--- config.mk ---
export PLATFORM = sky130hd
export DESIGN_NAME = elevator_bank
export DESIGN_NICKNAME = d
export VERILOG_FILES = /design/src/rtl/elevator_bank.sv
export SDC_FILE = /design/constraint.sdc
export NUM_CORES = 1
export LEC_CHECK = 0
export ABC_AREA = 1
export CORE_AREA = 2 2 116 118
export DETAILED_ROUTE_END_ITERATION = 8
export DIE_AREA = 0 0 118 120
export DONT_BUFFER_PORTS = 1
export HOLD_SLACK_MARGIN = 0.05
export SETUP_SLACK_MARGIN = 0.3
export SYNTH_ARGS = -nofsm -noshare
export SYNTH_HDL_FRONTEND = slang
export SYNTH_SLANG_ARGS = --single-unit
--- constraint.sdc ---
create_clock -name clk -period 4.22 [get_ports clk]
set_input_delay 0.844 -clock clk [delete_from_list [all_inputs] [get_ports clk]]
set_output_delay 0.844 -clock clk [all_outputs]
set_load 0.01 [all_outputs]
--- src/rtl/elevator_bank.sv ---
`default_nettype none
// ============================================================================
// Module      : elevator_bank
// Description : Multi-car elevator controller with nearest-car dispatch and
//               per-car FIFO request queues.
// Revision    : 1.0
// ============================================================================
module elevator_bank #(
    parameter int N_CARS   = 2,
    parameter int FLOOR_W  = 4,
    parameter int N_FLOORS = 16,
    parameter int QDEPTH   = 4,
    parameter int MOVE_CYC = 4,
    parameter int DOOR_CYC = 8
) (
    input  logic                                 clk,
    input  logic                                 rst,
    input  logic                                 req_valid,
    input  logic [FLOOR_W-1:0]                   req_floor,
    output logic                                 req_ready,
    output logic                                 req_err,
    output logic [N_CARS*FLOOR_W-1:0]            car_floor,
    output logic [N_CARS*2-1:0]                  car_dir,
    output logic [N_CARS-1:0]                    car_door,
    output logic [N_CARS*($clog2(QDEPTH)+1)-1:0] car_qcnt
);

    typedef enum logic [1:0] {
        S_IDLE = 2'd0,
        S_MOVE = 2'd1,
        S_DOOR = 2'd2
    } state_e;

    localparam int c_ptr_w  = $clog2(QDEPTH);
    localparam int c_qcnt_w = $clog2(QDEPTH) + 1;
    localparam int c_mc_w   = $clog2(MOVE_CYC + 1);
    localparam int c_dc_w   = (DOOR_CYC > 1) ? $clog2(DOOR_CYC) : 1;

    localparam logic [FLOOR_W:0]    c_nfloors   = N_FLOORS[FLOOR_W:0];
    localparam logic [c_qcnt_w-1:0] c_qdepth    = QDEPTH[c_qcnt_w-1:0];
    localparam logic [c_mc_w-1:0]   c_mc_load   = c_mc_w'(MOVE_CYC);
    localparam logic [c_mc_w-1:0]   c_mc_reload = c_mc_w'(MOVE_CYC - 1);
    localparam logic [c_dc_w-1:0]   c_dc_load   = c_dc_w'(DOOR_CYC - 1);

    logic               run_q;
    logic               err_q;
    logic [FLOOR_W-1:0] w_floor  [N_CARS];
    logic [FLOOR_W-1:0] w_target [N_CARS];
    logic [FLOOR_W-1:0] w_last   [N_CARS];
    logic [N_CARS-1:0]  w_full;
    logic [N_CARS-1:0]  w_nempty;
    logic [N_CARS-1:0]  w_moving;
    logic [N_CARS-1:0]  w_onehot;
    logic [N_CARS-1:0]  w_push;
    logic               w_found;
    logic               w_dup;
    logic               w_in_range;
    logic               w_xfer;
    logic [FLOOR_W-1:0] w_dist;
    logic [FLOOR_W-1:0] w_best;

    // Strict '<' keeps the lowest-index car on equal distance.
    always_comb begin
        w_found  = 1'b0;
        w_dup    = 1'b0;
        w_onehot = '0;
        w_dist   = '0;
        w_best   = '0;
        for (int i = 0; i < N_CARS; i++) begin
            w_dist = (w_floor[i] >= req_floor) ? (w_floor[i] - req_floor)
                                               : (req_floor - w_floor[i]);
            if (!w_full[i] && (!w_found || (w_dist < w_best))) begin
                w_found     = 1'b1;
                w_best      = w_dist;
                w_onehot    = '0;
                w_onehot[i] = 1'b1;
                w_dup       = (w_nempty[i] && (w_last[i] == req_floor)) ||
                              (w_moving[i] && (w_target[i] == req_floor));
            end
        end
    end

    assign w_in_range = ({1'b0, req_floor} < c_nfloors);
    assign req_ready  = run_q & w_found;
    assign w_xfer     = req_valid & req_ready;
    assign w_push     = (w_xfer && w_in_range && !w_dup) ? w_onehot : '0;
    assign req_err    = err_q;

    always_ff @(posedge clk or negedge rst) begin
        if (!rst) begin
            run_q <= 1'b0;
            err_q <= 1'b0;
        end else begin
            run_q <= 1'b1;
            err_q <= w_xfer & ~w_in_range;
        end
    end

    for (genvar gi = 0; gi < N_CARS; gi++) begin : g_car
        state_e              state_q, state_d;
        logic [FLOOR_W-1:0]  floor_q, floor_d;
        logic [FLOOR_W-1:0]  target_q, target_d;
        logic [c_mc_w-1:0]   mcnt_q, mcnt_d;
        logic [c_dc_w-1:0]   dcnt_q, dcnt_d;
        logic [FLOOR_W-1:0]  last_q;
        logic [c_ptr_w-1:0]  wptr_q, rptr_q;
        logic [c_qcnt_w-1:0] cnt_q;
        logic [FLOOR_W-1:0]  mem_q [QDEPTH];
        logic                w_pop;
        logic                w_up;
        logic [1:0]          w_dir;
        logic                w_door;

        assign w_pop = (state_q == S_IDLE) && (cnt_q != '0);
        assign w_up  = (target_q > floor_q);

        always_ff @(posedge clk) begin
            if (w_push[gi]) begin
                mem_q[wptr_q] <= req_floor;
            end
        end

        always_ff @(posedge clk or negedge rst) begin
            if (!rst) begin
                wptr_q <= '0;
                rptr_q <= '0;
                cnt_q  <= '0;
                last_q <= '0;
            end else begin
                if (w_push[gi]) begin
                    wptr_q <= wptr_q + 1'b1;
                    last_q <= req_floor;
                end
                if (w_pop) begin
                    rptr_q <= rptr_q + 1'b1;
                end
                case ({w_push[gi], w_pop})
                    2'b10:   cnt_q <= cnt_q + 1'b1;
                    2'b01:   cnt_q <= cnt_q - 1'b1;
                    default: cnt_q <= cnt_q;
                endcase
            end
        end

        always_comb begin
            state_d  = state_q;
            floor_d  = floor_q;
            target_d = target_q;
            mcnt_d   = mcnt_q;
            dcnt_d   = dcnt_q;
            w_dir    = 2'b00;
            w_door   = 1'b0;
            case (state_q)
                S_IDLE: begin
                    if (cnt_q != '0) begin
                        target_d = mem_q[rptr_q];
                        if (mem_q[rptr_q] == floor_q) begin
                            state_d = S_DOOR;
                            dcnt_d  = c_dc_load;
                        end else begin
                            state_d = S_MOVE;
                            mcnt_d  = c_mc_load;
                        end
                    end
                end
                S_MOVE: begin
                    w_dir = w_up ? 2'b01 : 2'b10;
                    if (mcnt_q == '0) begin
                        floor_d = w_up ? (floor_q + 1'b1) : (floor_q - 1'b1);
                        mcnt_d  = c_mc_reload;
                        if (floor_d == target_q) begin
                            state_d = S_DOOR;
                            dcnt_d  = c_dc_load;
                        end
                    end else begin
                        mcnt_d = mcnt_q - 1'b1;
                    end
                end
                S_DOOR: begin
                    w_door = 1'b1;
                    if (dcnt_q == '0) begin
                        state_d = S_IDLE;
                    end else begin
                        dcnt_d = dcnt_q - 1'b1;
                    end
                end
                default: state_d = S_IDLE;
            endcase
        end

        always_ff @(posedge clk or negedge rst) begin
            if (!rst) begin
                state_q  <= S_IDLE;
                floor_q  <= '0;
                target_q <= '0;
                mcnt_q   <= '0;
                dcnt_q   <= '0;
            end else begin
                state_q  <= state_d;
                floor_q  <= floor_d;
                target_q <= target_d;
                mcnt_q   <= mcnt_d;
                dcnt_q   <= dcnt_d;
            end
        end

        assign w_floor[gi]  = floor_q;
        assign w_target[gi] = target_q;
        assign w_last[gi]   = last_q;
        assign w_full[gi]   = (cnt_q == c_qdepth);
        assign w_nempty[gi] = (cnt_q != '0);
        assign w_moving[gi] = (state_q == S_MOVE);

        assign car_floor[gi*FLOOR_W +: FLOOR_W]    = floor_q;
        assign car_dir[gi*2 +: 2]                  = w_dir;
        assign car_door[gi]                        = w_door;
        assign car_qcnt[gi*c_qcnt_w +: c_qcnt_w]   = cnt_q;
    end

endmodule
`default_nettype wire

=== Word level (Yosys, flattened, before mapping) ===
Memory sizes are Yosys's and may differ from the RTL's.
Cells that the tools add are included.

* Add/subtract/negate cells: 20
* Magnitude comparators: 5
* Equal/unequal tests: 32
* Mux-type cells: 56
* Bitwise operators: 2
* Reduce and logical (&&, ||, !) cells: 37

{| class="wikitable"
|+ Operators by type and width
! kind !! number
|-
| 3-bit 2-to-1 mux || 16
|-
| 4-bit equality test || 8
|-
| 2-bit 2-to-1 mux || 16
|-
| 3-bit one-hot mux with 2 select lines || 4
|-
| 4-bit 2-to-1 mux || 5
|-
| 3-bit one-hot mux with 3 select lines || 2
|-
| 3-bit by 1-bit subtractor with 3-bit output (second input constant) || 6
|-
| 2-bit inequality test (second input constant) || 8
|-
| 4-bit subtractor || 4
|-
| 3-bit zero test || 4
|-
| 2-bit by 1-bit inequality test with 1-bit output (second input constant) || 6
|-
| 2-bit one-hot mux with 3 select lines || 2
|-
| 6-bit AND reduction || 2
|-
| 3-bit nonzero test || 4
|-
| 1-bit 2-to-1 mux || 11
|-
| 2-bit by 1-bit adder with 2-bit output (second input constant) || 4
|-
| 4-bit by 1-bit adder with 4-bit output (second input constant) || 2
|-
| 2-bit by 1-bit equality test with 1-bit output (second input constant) || 4
|-
| 2-bit equality test (second input constant) || 4
|-
| 4-bit greater-or-equal comparator || 2
|-
| 4-bit greater-than comparator || 2
|-
| 1-bit logical AND || 8
|-
| 2-bit AND reduction || 4
|-
| 4-bit AND reduction || 2
|-
| other kinds (10) || 22
|}

* Flip-flop bits (word level): 55
* RAM bits: 32
* Bits of input ports: 7
* Output and inout bits: 22
* Logic and storage cells: 173
* Memories kept: 2

{| class="wikitable"
|+ Memory list
! name !! depth !! width !! read ports !! clocked after Yosys merged registers in !! wr ports !! line !! RTL
|-
| g_car[0].mem_q || 4 || 4 || 1 || 0 || 1 || 108 || <nowiki>logic [FLOOR_W-1:0] mem_q [QDEPTH];</nowiki>
|-
| g_car[1].mem_q || 4 || 4 || 1 || 0 || 1 || 108 ||
|}

=== Longest topological paths before layout ===
* Depth in word-level cells: 13
* Mapped depth: 30
* Gate-level depth less buffers: 29

=== Worst setup path before layout ===
Ideal clock, no wire load.

* Kind: in2reg
* Start point: input port req_floor[2]
* End point: register g_car[0].cnt_q[2]
* Library setup time: 131 ps
* Arrival: 4047 ps
* Data required time: 4089 ps
* Setup slack: 42 ps
* Stages: 24
* Path buffers: 3
* Cells stage by stage: buf_4 -> inv_1 -> ha_1 -> clkbuf_1 -> nand4_1 -> nand3_1 -> mux2_2 -> ha_1 -> nand2_1 -> nand2_1 -> nand2_1 -> nand2_1 -> nand2_1 -> nand2_1 -> nand2_1 -> nand2_2 -> nand4_4 -> buf_6 -> ha_1 -> inv_1 -> fa_1 -> a21oi_1 -> o21ai_0 -> xor2_1

* Word-level cells in the longest chain between the ends: 13
* Elaborated cells on any way between the ends: 35
* Those cells by class: add/sub (4); order compare (3); eq/ne (6); mux (9); bitwise (2); reduce/logical (11)

{| class="wikitable"
|+ Ends and longest elaborated chain
! what !! line !! RTL
|-
| start, declared || 19 || <nowiki>input logic [FLOOR_W-1:0] req_floor,</nowiki>
|-
| 4-bit subtractor, or another cell as far along || 71 || <nowiki>: (req_floor - w_floor[i]);</nowiki>
|-
| 4-bit 2-to-1 mux || 70 || <nowiki>w_dist = (w_floor[i] >= req_floor) ? (w_floor[i] - req_floor)</nowiki>
|-
| 4-bit 2-to-1 mux || 72 || <nowiki>if (!w_full[i] && (!w_found || (w_dist < w_best))) begin</nowiki>
|-
| 4-bit less-than comparator || 72 ||
|-
| 1-bit logical OR || 72 ||
|-
| 1-bit logical AND || 72 ||
|-
| 1-bit 2-to-1 mux || 72 ||
|-
| 1-bit bitwise AND || 84 || <nowiki>assign req_ready = run_q & w_found;</nowiki>
|-
| 1-bit bitwise AND || 85 || <nowiki>assign w_xfer = req_valid & req_ready;</nowiki>
|-
| 1-bit logical AND || 86 || <nowiki>assign w_push = (w_xfer && w_in_range && !w_dup) ? w_onehot : '0;</nowiki>
|-
| 2-bit 2-to-1 mux (*) || 86 ||
|-
| 2-bit by 1-bit equality test with 1-bit output or 2-bit equality test (tied branches) || 137 || <nowiki>case ({w_push[gi], w_pop})</nowiki>
|-
| 3-bit one-hot mux with 2 select lines or 2-bit nonzero test (tied branches) || -- ||
|-
| end signal, assigned || 138 || <nowiki>2'b10: cnt_q <= cnt_q + 1'b1;</nowiki>
|-
| end signal, assigned || 139 || <nowiki>2'b01: cnt_q <= cnt_q - 1'b1;</nowiki>
|-
| end signal, assigned || 140 || <nowiki>default: cnt_q <= cnt_q;</nowiki>
|-
| end, declared || 107 || <nowiki>logic [c_qcnt_w-1:0] cnt_q;</nowiki>
|}

Every way passes the cells marked *; elsewhere a longest branch is shown, timed or not.
A chain may end at the register's enable or synchronous reset.

=== Final worst setup path ===
* Start point: input port req_floor[0]
* End point: register g_car[1].cnt_q[2]

* Word-level cells in the longest chain between the ends: 13
* Elaborated cells on any way between the ends: 35
* Those cells by class: add/sub (4); order compare (3); eq/ne (6); mux (9); bitwise (2); reduce/logical (11)

{| class="wikitable"
|+ Ends and longest elaborated chain
! what !! line
|-
| 4-bit subtractor, or another cell as far along || 71
|-
| 4-bit 2-to-1 mux || 70
|-
| 4-bit 2-to-1 mux || 72
|-
| 4-bit less-than comparator || 72
|-
| 1-bit logical OR || 72
|-
| 1-bit logical AND || 72
|-
| 1-bit 2-to-1 mux || 72
|-
| 1-bit bitwise AND || 84
|-
| 1-bit bitwise AND || 85
|-
| 1-bit logical AND || 86
|-
| 2-bit 2-to-1 mux (*) || 86
|-
| 2-bit by 1-bit equality test with 1-bit output or 2-bit equality test (tied branches) || 137
|-
| 3-bit one-hot mux with 2 select lines or 2-bit nonzero test (tied branches) || --
|-
| end signal, assigned || 138
|-
| end signal, assigned || 139
|-
| end signal, assigned || 140
|-
| end, declared || 107
|}

Marked as above.

==> summary.md <==
| Metric | Value |
|---|---|
| Biggest area consumer among synthesized cells | dfrtp_1 |
| Avg Inst Size Synth | 8.557 sq um |
| Post-route DRC | 0 |
| Starting density of the core | 42.65% |
| Final Critical Period | 3615 ps |
| I/O Buffers | 0 |
| Required time of the critical path | 4450 ps |
| Vias in the first global route | 4297 |
| Worst-path clk slew | 70 ps |
| R2r setup slk | 610 ps |
| HP Class | in -> async |
| Fin Setup TNS | 0 ps |
| Core area | 0.01298 sq mm |
| DR vias | 4150 |
| Die Wd | 118 um |
| Final net count | 721 |
| Kind of critical path | in -> reg |
| Drt total wl | 11870 um |
| Max cap viols | 0 |
| Synthesized instance count | 647 |
| Fin Clk Skew | 12.63 ps |
| Total gr overflow | 0 |
| Post-DP HPWL | 8719 um |
| RSZ-0062 raised after global routing | false |
| Gr usage total | 18.45% |
| Most common cell on crit path | nand2_1 |
| Critical path cell sequence | ha_1 > inv_1 > fa_1 > nand3_1 > nand3_2 > mux2_2 > ha_1 > nand2_1 > nand2_1 > nand2_1 > nand2_1 > nand2_1 > nand2_2 > nand2_4 > nand2_4 > nand2_1 > nand4_4 > ha_4 > inv_2 > fa_2 > a21oi_1 > o21ai_1 > xor2_1 |
| Unique cell type count in the Yosys netlist | 43 |
| Post-synth EDFFs | 32 |
| Critical-path top delay cell | fa_1 |
| CP arrival | 3840 ps |
| Pins Over Slew Limit | 0 |
| Yosys reg bits | 87 |
| CTS tree | done |
| Deepest clock path buffer count | 2 |
| H-tree depth | 3 |
| Die height | 120 um |
| Most instantiated cells after synthesis | nand2_1 (168), inv_1 (88), nand3_1 (56) |
| Antenna viol nets, final | 0 |
| Fmax | 276.7 MHz |
| Mapped Area | 0.005537 sq mm |
| I/O Pins | 29 |
| Synth Net Count | 711 |
| Yosys warning total | 0 |
| Initial antenna violation count | 0 |
| Num CTS Buffers | 9 |
| Maximum fanout along the worst path | 15 |
| Placer Congestion | 0.8697 |
| Largest net degree at the start of global routing | 56 |
| Ratio of cells with drive above 1 in the final layout | 11.48% |
| WL/cell | 14.17 um |
| First-pass GRT wire length | 20570 um |
| Worst Path Buf+Inv | 2 |
| Top-count cell post-synth | nand2_1 |
| Ys async rst share | 63.22% |
| Period utilization | 85.65% |
| Diodes inserted | 0 |
| CP startpoint kind | input pin |
| Iter 0 DRT Violations | 177 |
| Crit path largest cell delay | 400 ps |
| Top cell type's share of synthesized area | 24.86% |
| Clock sinks | 87 |
| Detailed Routing Iterations Pass 1 | 4 |
| Placement Rows | 42 |
| Seq/Total Area, Yosys | 42.21% |
| Count of final setup violators | 0 |
| Root buf cell | clkbuf_16 |
| Final Hold Fails | 0 |
| Clock latency on the worst-skew pair | 350 ps |
| Critical Path Sink Type | flop |
| Via-to-Cell Ratio | 4.952 |
| Kind of cell adding the most delay to the critical path | adder cells |
| Synth area leaders | dfrtp_1 (25%), edfxtp_1 (17%), nand2_1 (11%) |
| Commonest register cell after synthesis | dfrtp_1 |
| Outcome | complete, no violations |
| Die Footprint | 0.01416 sq mm |
| Area growth syn-to-layout | 10.44% |
-- state kept, by name, indices dropped and copies added, names as in the netlist --
name            cells
g_car.mem_q        32
g_car.floor_q       8
g_car.last_q        8
g_car.target_q      8
g_car.cnt_q         6
g_car.dcnt_q        6
g_car.mcnt_q        6
g_car.rptr_q        4
g_car.state_q       4
g_car.wptr_q        4
run_q               1
-- layout by cell type, fill, tap and decap left out, types with 3 or more instances in the layout --
cell	count
nor2_2	3
xor2_1	14
ha_1	46
or2_2	3
xnor2_1	12
nand2_1	166
o21ai_2	5
o21ai_1	5
inv_2	11
o21bai_1	4
nand3_1	55
o21ai_0	28
ha_4	3
a21oi_1	21
clkbuf_16	9
nor3_1	3
fa_1	5
nor2_1	44
inv_1	83
nand4_1	3
edfxtp_1	32
buf_4	8
nand2_2	6
fa_2	3
dfrtp_1	55
-- cells by family after synthesis --
kind of cell | synth area share, %
XOR/XNOR | 4.113
AND/OR/NAND/NOR | 23.66
adder cells (fa/ha/maj) | 13.97
multiplexers | 0.5875
flip-flops | 42.21
AO/OA/AOI/OAI | 7.548
other | 0.1356
buffers and inverters | 7.774
-- metrics by stage --
| step | utilization [%] | instances | hold WS (ps) | setup slack, ps | cell area (sq um) |
|---|---|---|---|---|---|
| after floorplan | - | 647 | 441.9 | 276.5 | 5617 |
| after global placement | 44.72 | 821 | 456.9 | 333.7 | 5804 |
| after detailed placement | 44.72 | 821 | 459.3 | 174.3 | 5804 |
| after CTS | 46.88 | 837 | 170.8 | 451.7 | 6085 |
| after global routing | 47.11 | 838 | 166.1 | 289.5 | 6115 |
| final | 47.11 | 838 | 189.3 | 605.5 | 6115 |
-- what timing repair did --
action                     4_1_cts  5_1_grt
hold buffers                     0        0
setup endpoints to repair        0       20
resized for setup                0        7
buffers inserted                 0        1
-- area by class of cell --
cell class / instances / area (sq um)
tap: 176 / 220.2
sequential: 87 / 2337
inverter: 95 / 359.1
clock buffer: 10 / 239.0
clock inverter: 6 / 41.29
fill: 1284 / 6865
multi-input combinational: 456 / 2858
timing repair buffer: 8 / 60.06
-- metal layers --
| metal | up-vias | track usage (%) | part of all wire, % |
|---|---|---|---|
| met3 | 20 | 3.375 | 3.4 |
| li1 | 2092 | - | - |
| met2 | 73 | 31.87 | 50 |
| met4 | 0 | 8.057 | 1.6 |
| met1 | 1965 | 22.63 | 45 |
| met5 | - | 0 | 0 |
-- path summary, 6_finish.rpt --
kind,start,to,cells after the start
min in group clk,g_car[0].dcnt_q[1]$_DFFE_PN0P_,g_car[0].dcnt_q[1]$_DFFE_PN0P_,2
setup / recovery,req_floor[0],g_car[1].cnt_q[2]$_DFFE_PN0P_,23
hold / removal,rst,g_car[1].rptr_q[1]$_DFFE_PN0P_,0
hold reg to reg,g_car[0].dcnt_q[1]$_DFFE_PN0P_,g_car[0].dcnt_q[1]$_DFFE_PN0P_,2
setup reg to reg,g_car[1].floor_q[0]$_DFFE_PN0P_,g_car[1].cnt_q[2]$_DFFE_PN0P_,24
max in group asynchronous,rst,g_car[0].cnt_q[1]$_DFFE_PN0P_,0
Power is left out: the tool's default activity adds up to more than one toggle a clock period on the data nets, which glitch-free logic cannot reach.
